<file path="src/rtl/mmio_side_effects_pkg.sv">
// Shared constants for the MMIO side-effect backend: register map and TX FSM encodings.
package mmio_side_effects_pkg;

    localparam logic [31:0] UART_CTRL = 32'h8000_0000;
    localparam logic [31:0] UART_RX   = 32'h8000_0004;
    localparam logic [31:0] UART_TX   = 32'h8000_0008;
    localparam logic [31:0] CYC       = 32'h8000_0010;
    localparam logic [31:0] INSTR     = 32'h8000_0014;
    localparam logic [31:0] CNT_RST   = 32'h8000_0018;
    localparam logic [31:0] BR        = 32'h8000_001c;
    localparam logic [31:0] BR_OK     = 32'h8000_0020;

    // Register offsets from the MMIO base, so a relocated IO_BASE keeps the same map.
    localparam logic [31:0] DEFAULT_BASE = UART_CTRL;
    localparam logic [31:0] UART_RX_OFF  = UART_RX - DEFAULT_BASE;
    localparam logic [31:0] UART_TX_OFF  = UART_TX - DEFAULT_BASE;
    localparam logic [31:0] CNT_RST_OFF  = CNT_RST - DEFAULT_BASE;

    typedef enum logic {
        TX_IDLE = 1'b0,
        TX_PEND = 1'b1
    } tx_state_e;

endpackage

</file>
<file path="src/rtl/mmio_side_effects_perf_counter.sv">
// Free-running event counter with synchronous reset and a clear that wins over increment.
module mmio_side_effects_perf_counter #(
    parameter int CNT_W = 32
) (
    input  logic             clk,
    input  logic             rst,
    input  logic             inc,
    input  logic             clr,
    output logic [CNT_W-1:0] count
);

    logic [CNT_W-1:0] count_q, count_d;

    always_comb begin
        count_d = count_q;
        if (clr) begin
            count_d = '0;
        end else if (inc) begin
            count_d = count_q + CNT_W'(1);
        end
    end

    always_ff @(posedge clk) begin
        if (rst) begin
            count_q <= '0;
        end else begin
            count_q <= count_d;
        end
    end

    assign count = count_q;

endmodule

</file>
<file path="src/rtl/mmio_side_effects.sv">
// Stage-2 MMIO backend: UART TX/RX side effects and the four performance counters.
//
//   state   | meaning
//   TX_IDLE | no byte waiting; uart_tx_valid low
//   TX_PEND | byte held in uart_tx_data; uart_tx_valid high until accepted
module mmio_side_effects
    import mmio_side_effects_pkg::*;
#(
    parameter logic [31:0] IO_BASE = 32'h8000_0000,
    parameter int          CNT_W   = 32
) (
    input  logic             clk,
    input  logic             rst,
    input  logic             stall,
    input  logic [31:0]      mem_addr_s2,
    input  logic [31:0]      mem_wdata_s2,
    input  logic [3:0]       mem_we_s2,
    input  logic             mem_re_s2,
    input  logic             instr_valid_s3,
    input  logic             is_branch_s2,
    input  logic             br_taken_s2,
    input  logic             br_pred_taken_s2,
    input  logic             uart_tx_ready,
    output logic [7:0]       uart_tx_data,
    output logic             uart_tx_valid,
    output logic             uart_rx_ready,
    output logic [CNT_W-1:0] cyc_counter,
    output logic [CNT_W-1:0] instr_counter,
    output logic [CNT_W-1:0] br_instr_counter,
    output logic [CNT_W-1:0] correct_br_counter
);

    logic      is_store, tx_wr, rx_rd, cnt_clr, tx_accept;
    logic      br_evt, br_ok_evt, instr_evt;
    tx_state_e tx_state_q, tx_state_d;
    logic [7:0] tx_data_q, tx_data_d;
    logic      rx_ready_q, rx_ready_d;
    logic      unused_wdata;

    // Byte enables are deliberately ignored: any nonzero mask is a store.
    assign is_store = !stall && (mem_we_s2 != 4'b0000);
    assign tx_wr    = is_store && (mem_addr_s2 == IO_BASE + UART_TX_OFF);
    assign cnt_clr  = is_store && (mem_addr_s2 == IO_BASE + CNT_RST_OFF);
    assign rx_rd    = !stall && mem_re_s2 && (mem_addr_s2 == IO_BASE + UART_RX_OFF);

    assign instr_evt = instr_valid_s3 && !stall;
    assign br_evt    = is_branch_s2 && !stall;
    assign br_ok_evt = br_evt && (br_taken_s2 == br_pred_taken_s2);

    assign tx_accept    = (tx_state_q == TX_PEND) && uart_tx_ready;
    assign unused_wdata = ^mem_wdata_s2[31:8];

    always_comb begin
        tx_state_d = tx_state_q;
        tx_data_d  = tx_data_q;
        rx_ready_d = rx_rd;
        case (tx_state_q)
            TX_IDLE: begin
                if (tx_wr) begin
                    tx_state_d = TX_PEND;
                    tx_data_d  = mem_wdata_s2[7:0];
                end
            end
            TX_PEND: begin
                // A write while the old byte is still unaccepted is dropped.
                if (tx_accept) begin
                    if (tx_wr) begin
                        tx_data_d = mem_wdata_s2[7:0];
                    end else begin
                        tx_state_d = TX_IDLE;
                    end
                end
            end
            default: tx_state_d = TX_IDLE;
        endcase
    end

    always_ff @(posedge clk) begin
        if (rst) begin
            tx_state_q <= TX_IDLE;
            tx_data_q  <= 8'h00;
            rx_ready_q <= 1'b0;
        end else begin
            tx_state_q <= tx_state_d;
            tx_data_q  <= tx_data_d;
            rx_ready_q <= rx_ready_d;
        end
    end

    assign uart_tx_valid = (tx_state_q == TX_PEND);
    assign uart_tx_data  = tx_data_q;
    assign uart_rx_ready = rx_ready_q;

    mmio_side_effects_perf_counter #(.CNT_W(CNT_W)) u_cyc_cnt (
        .clk(clk), .rst(rst), .inc(1'b1), .clr(cnt_clr), .count(cyc_counter)
    );

    mmio_side_effects_perf_counter #(.CNT_W(CNT_W)) u_instr_cnt (
        .clk(clk), .rst(rst), .inc(instr_evt), .clr(cnt_clr), .count(instr_counter)
    );

    mmio_side_effects_perf_counter #(.CNT_W(CNT_W)) u_br_cnt (
        .clk(clk), .rst(rst), .inc(br_evt), .clr(cnt_clr), .count(br_instr_counter)
    );

    mmio_side_effects_perf_counter #(.CNT_W(CNT_W)) u_br_ok_cnt (
        .clk(clk), .rst(rst), .inc(br_ok_evt), .clr(cnt_clr), .count(correct_br_counter)
    );

endmodule
</file>
<file path="config.mk">
export PLATFORM = sky130hd
export DESIGN_NAME = mmio_side_effects
export DESIGN_NICKNAME = d
export VERILOG_FILES = /design/src/rtl/mmio_side_effects_pkg.sv /design/src/rtl/mmio_side_effects_perf_counter.sv /design/src/rtl/mmio_side_effects.sv
export SDC_FILE = /design/constraint.sdc
export NUM_CORES = 1
export LEC_CHECK = 0
export BUFFER_PORTS_ARGS = -buffer_cell sky130_fd_sc_hd__buf_4
export CORE_MARGIN = 1
export CORE_UTILIZATION = 50
export CTS_CLUSTER_SIZE = 28
export DETAILED_ROUTE_END_ITERATION = 16
export GPL_TIMING_DRIVEN = 0
export PLACE_DENSITY_LB_ADDON = 0.25
export SETUP_SLACK_MARGIN = 0.5
export SKIP_LAST_GASP = 1
export SYNTH_ARGS = -nofsm -noshare
export SYNTH_HDL_FRONTEND = slang
export SYNTH_SLANG_ARGS = --single-unit
</file>
<file path="constraint.sdc">
create_clock -name clk -period 2.4 [get_ports clk]
set_input_delay 0.12 -clock clk [delete_from_list [all_inputs] [get_ports clk]]
set_output_delay 0.12 -clock clk [all_outputs]
set_load 0.01 [all_outputs]
</file>
==> results.toml <==
[sta]
setup_viol_count_final = 0
relSlewSlack_pct = 46.3
tightest_slew_ps = 803
setup_tns_ps = 0
maxSlewViolCount = 0
min_period_ps = 1840
clock_skew_ps = 6.14
timing.hold.ws_ps = 20.3
post-route-period-util_pct = 76.7
rsz0062_at_grt = "no"
fmax_mhz = 544
hold_violations = 0

[global_route]
grt_max_degree = 17
grt_usage_pct = 24.6
antenna_found_initial = 0
grt_first_pass_wirelength_microns = 25300
grt_overflow = 0
grt_pass1_vias = 5312

[floorplanning]
rows = 40
die_w_microns = 113
die_height_microns = 113
num_io_pins = 215
dieArea_sq_um = 12800
core_area_sq_um = 12000
start_util_pct = 51.5

[run_status]
status = "finished clean"

[synth]
syn_avg_cell_area_sq_um = 8.83
synth_area_sq_um = 6180
synth_ff_type = "dfxtp_1"
synthArstFlopShare_pct = 0
yosys.area.top_type = "dfxtp_1"
netlist.area_leader.share_pct = 44.7
synth_cell_type_count = 41
yosysSeqAreaShare_pct = 44.7
synth_warnings = 0
ys_top_cells_by_area = "dfxtp_1 (45%), xor2_1 (12%), nor2_1 (9.2%), xnor2_1 (4.8%), nand4_1 (4.8%)"
synth_edf_count = 0
ys_ff_latch = 138
syn_inst = 700
syn-num-nets = 781

[clock_tree]
cts_sinks = 138
clock-root-buffer = "clkbuf_16"
clk_latency_ps = 410
clkTransAtPathRegs_ps = 60
cts_tree = "built"
cts_buffer_depth = 2
cts_buffers = 17
cts_max_level = 4

[power]
p_per_area_nw_per_um2 = 594
p_leak_nw = 3.72
ir_drop_mv = 0.556

[route]
route.vias.total = 5803
viasPerCell = 5.31
wl_per_cell_microns = 14.5
routed_wirelength_microns = 15900
postRouteAntennaNets = 0
drt-initial-drc-count = 285
drtPass1Iterations = 4
drc = 0

[worst_setup_path]
rrSetupSlack_ps = 560
slowest_delay_ps = 450
cp_num_buf_inv = 1
critPathMaxFanout = 5
cp.required_ps = 2680
worstSetupPathType = "reg -> reg"
crit_path_end_kind = "flop"
cp_cell_sequence = "nand4_1 -> buf_4 -> or4_4 -> nor3_2 -> xnor2_1 -> nor2_1"
arrival_ps = 2120
slowest_stage = "or4_4"
worstSetupStartpointType = "flop"
crit_family = "simple AND/OR/NAND/NOR gates"

[cells_and_area]
final_nets = 1014
area_growth_pct = 41.2
n_antenna_cell = 0
drive_gt1_share_pct = 30.0

[placed_design]
place_congestion = 0.826
numPortBuffers = 190
hpwlAfterDp_microns = 10700

[run]
max_cap_viol_count = 0

[hold_path]
hold_path.class = "in -> reg"
tightest hold or removal path, cell delays in order:
cell and delay [ps]:
buf_4 70, or2b_1 100, o21ai_0 80
final cells by class:
type                       count  area, sq um
tap                          147          184
multi-input combinational    525         3370
inverter                      12         45.0
buffer                        25          133
fill                         993         3280
timing repair buffer         214         1630
sequential                   138         2770
clock inverter                 8          115
clock buffer                  24          492
synthesized netlist by cell type (2+ instances only):
library cell and count:
nand2_1 42, nor3_1 12, nand4_1 47, nand3_1 40
nand3b_1 2, and4_1 8, and3_1 21, nor4_4 3
nand4b_1 4, nand4_2 2, ha_1 4, o21ai_1 3
a21oi_1 7, and3b_1 2, mux2i_1 11, dfxtp_1 138
buf_2 15, clkbuf_1 9, and2_1 5, inv_1 11
nor4_2 7, nor2b_1 4, nor2_1 152, nor3_4 2
or4_1 2, xnor2_1 34, xor2_1 83, nor4_1 6
o21ai_0 5, or3_1 8
where the power goes:
group          internal, W  switching (W)
combinational     0.000105      0.0000972
clock              0.00174       0.000926
sequential         0.00230      0.0000139
total              0.00414        0.00104
final timing paths:
check	from	endpoint	depth (start not counted)
max	u_instr_cnt.count[5]$_SDFFE_PP0P_	u_instr_cnt.count[18]$_SDFFE_PP0P_	6
min reg2reg	u_cyc_cnt.count[0]$_SDFF_PP0_	u_cyc_cnt.count[0]$_SDFF_PP0_	1
max reg2reg	u_instr_cnt.count[5]$_SDFFE_PP0P_	u_instr_cnt.count[18]$_SDFFE_PP0P_	6
min	uart_tx_ready	uart_tx_valid$_SDFF_PP0_	3
kinds of logic after synthesis:
logic type      after synthesis  share of synthesized area, %
xor+xnor                    117                          16.6
simple gates                377                          32.2
compound gates               16                          1.36
fa+ha+maj                     4                         0.810
mux                          11                          1.78
buf+inv                      37                          2.61
flops                       138                          44.7
cells in the final DEF (no fill, tap or decap), drive strengths merged, types with 2 or more instances in the layout:
| cell type | count |
|---|---|
| nor4 | 16 |
| xnor2 | 34 |
| a21oi | 7 |
| nand3b | 2 |
| bufinv | 3 |
| and4 | 8 |
| nor3 | 15 |
| o21ai | 8 |
| buf | 220 |
| clkinv | 5 |
| nor4b | 2 |
| nand2 | 42 |
| or4 | 2 |
| nand4 | 49 |
| and3 | 21 |
| clkbuf | 35 |
| nor2 | 152 |
| nand4b | 4 |
| dfxtp | 138 |
| and2 | 5 |
| nand3 | 40 |
| inv | 12 |
| and3b | 2 |
| or2 | 2 |
| ha | 4 |
| mux2i | 11 |
| dlygate4sd3 | 8 |
| nor2b | 4 |
| or3 | 8 |
| xor2 | 83 |
what timing repair did:
action / in CTS / in global routing
endpoints found under the hold margin: 8 / 0
hold buffers: 8 / 0
pin swaps: 3 / 13
gates resized for setup: 11 / 17
cloned: 0 / 0
setup buffers: 2 / 14
setup endpoints to repair: 51 / 65
sequential cells by signal, indices dropped and copies added (netlist names):
name               count
u_br_cnt.count        32
u_br_ok_cnt.count     32
u_cyc_cnt.count       32
u_instr_cnt.count     32
uart_tx_data           8
uart_rx_ready          1
uart_tx_valid          1
metal layers:
layer / global-route usage (%) / vias to the layer above / part of all wire (%)
met1: 30.4 / 2756 / 44
met5: 0 / - / 0
met3: 6.64 / 27 / 4.7
met4: 7.89 / 0 / 1.7
met2: 41.8 / 161 / 49
li1: - / 2859 / -
per-stage QoR:
step	setup WS (ps)	utilization, %	power [W]	instances	instance area, sq um
final	560	72.7	0.00518	1093	8730
after global routing	490	72.7	0.00535	1093	8730
after CTS	458	71.2	0.00522	1079	8550
after detailed placement	344	64.9	0.00255	1037	7790
after global placement	296	64.9	0.00255	1037	7790
after floorplan	609	-	0.00244	700	6180
Power figures use the tool's default switching activity.
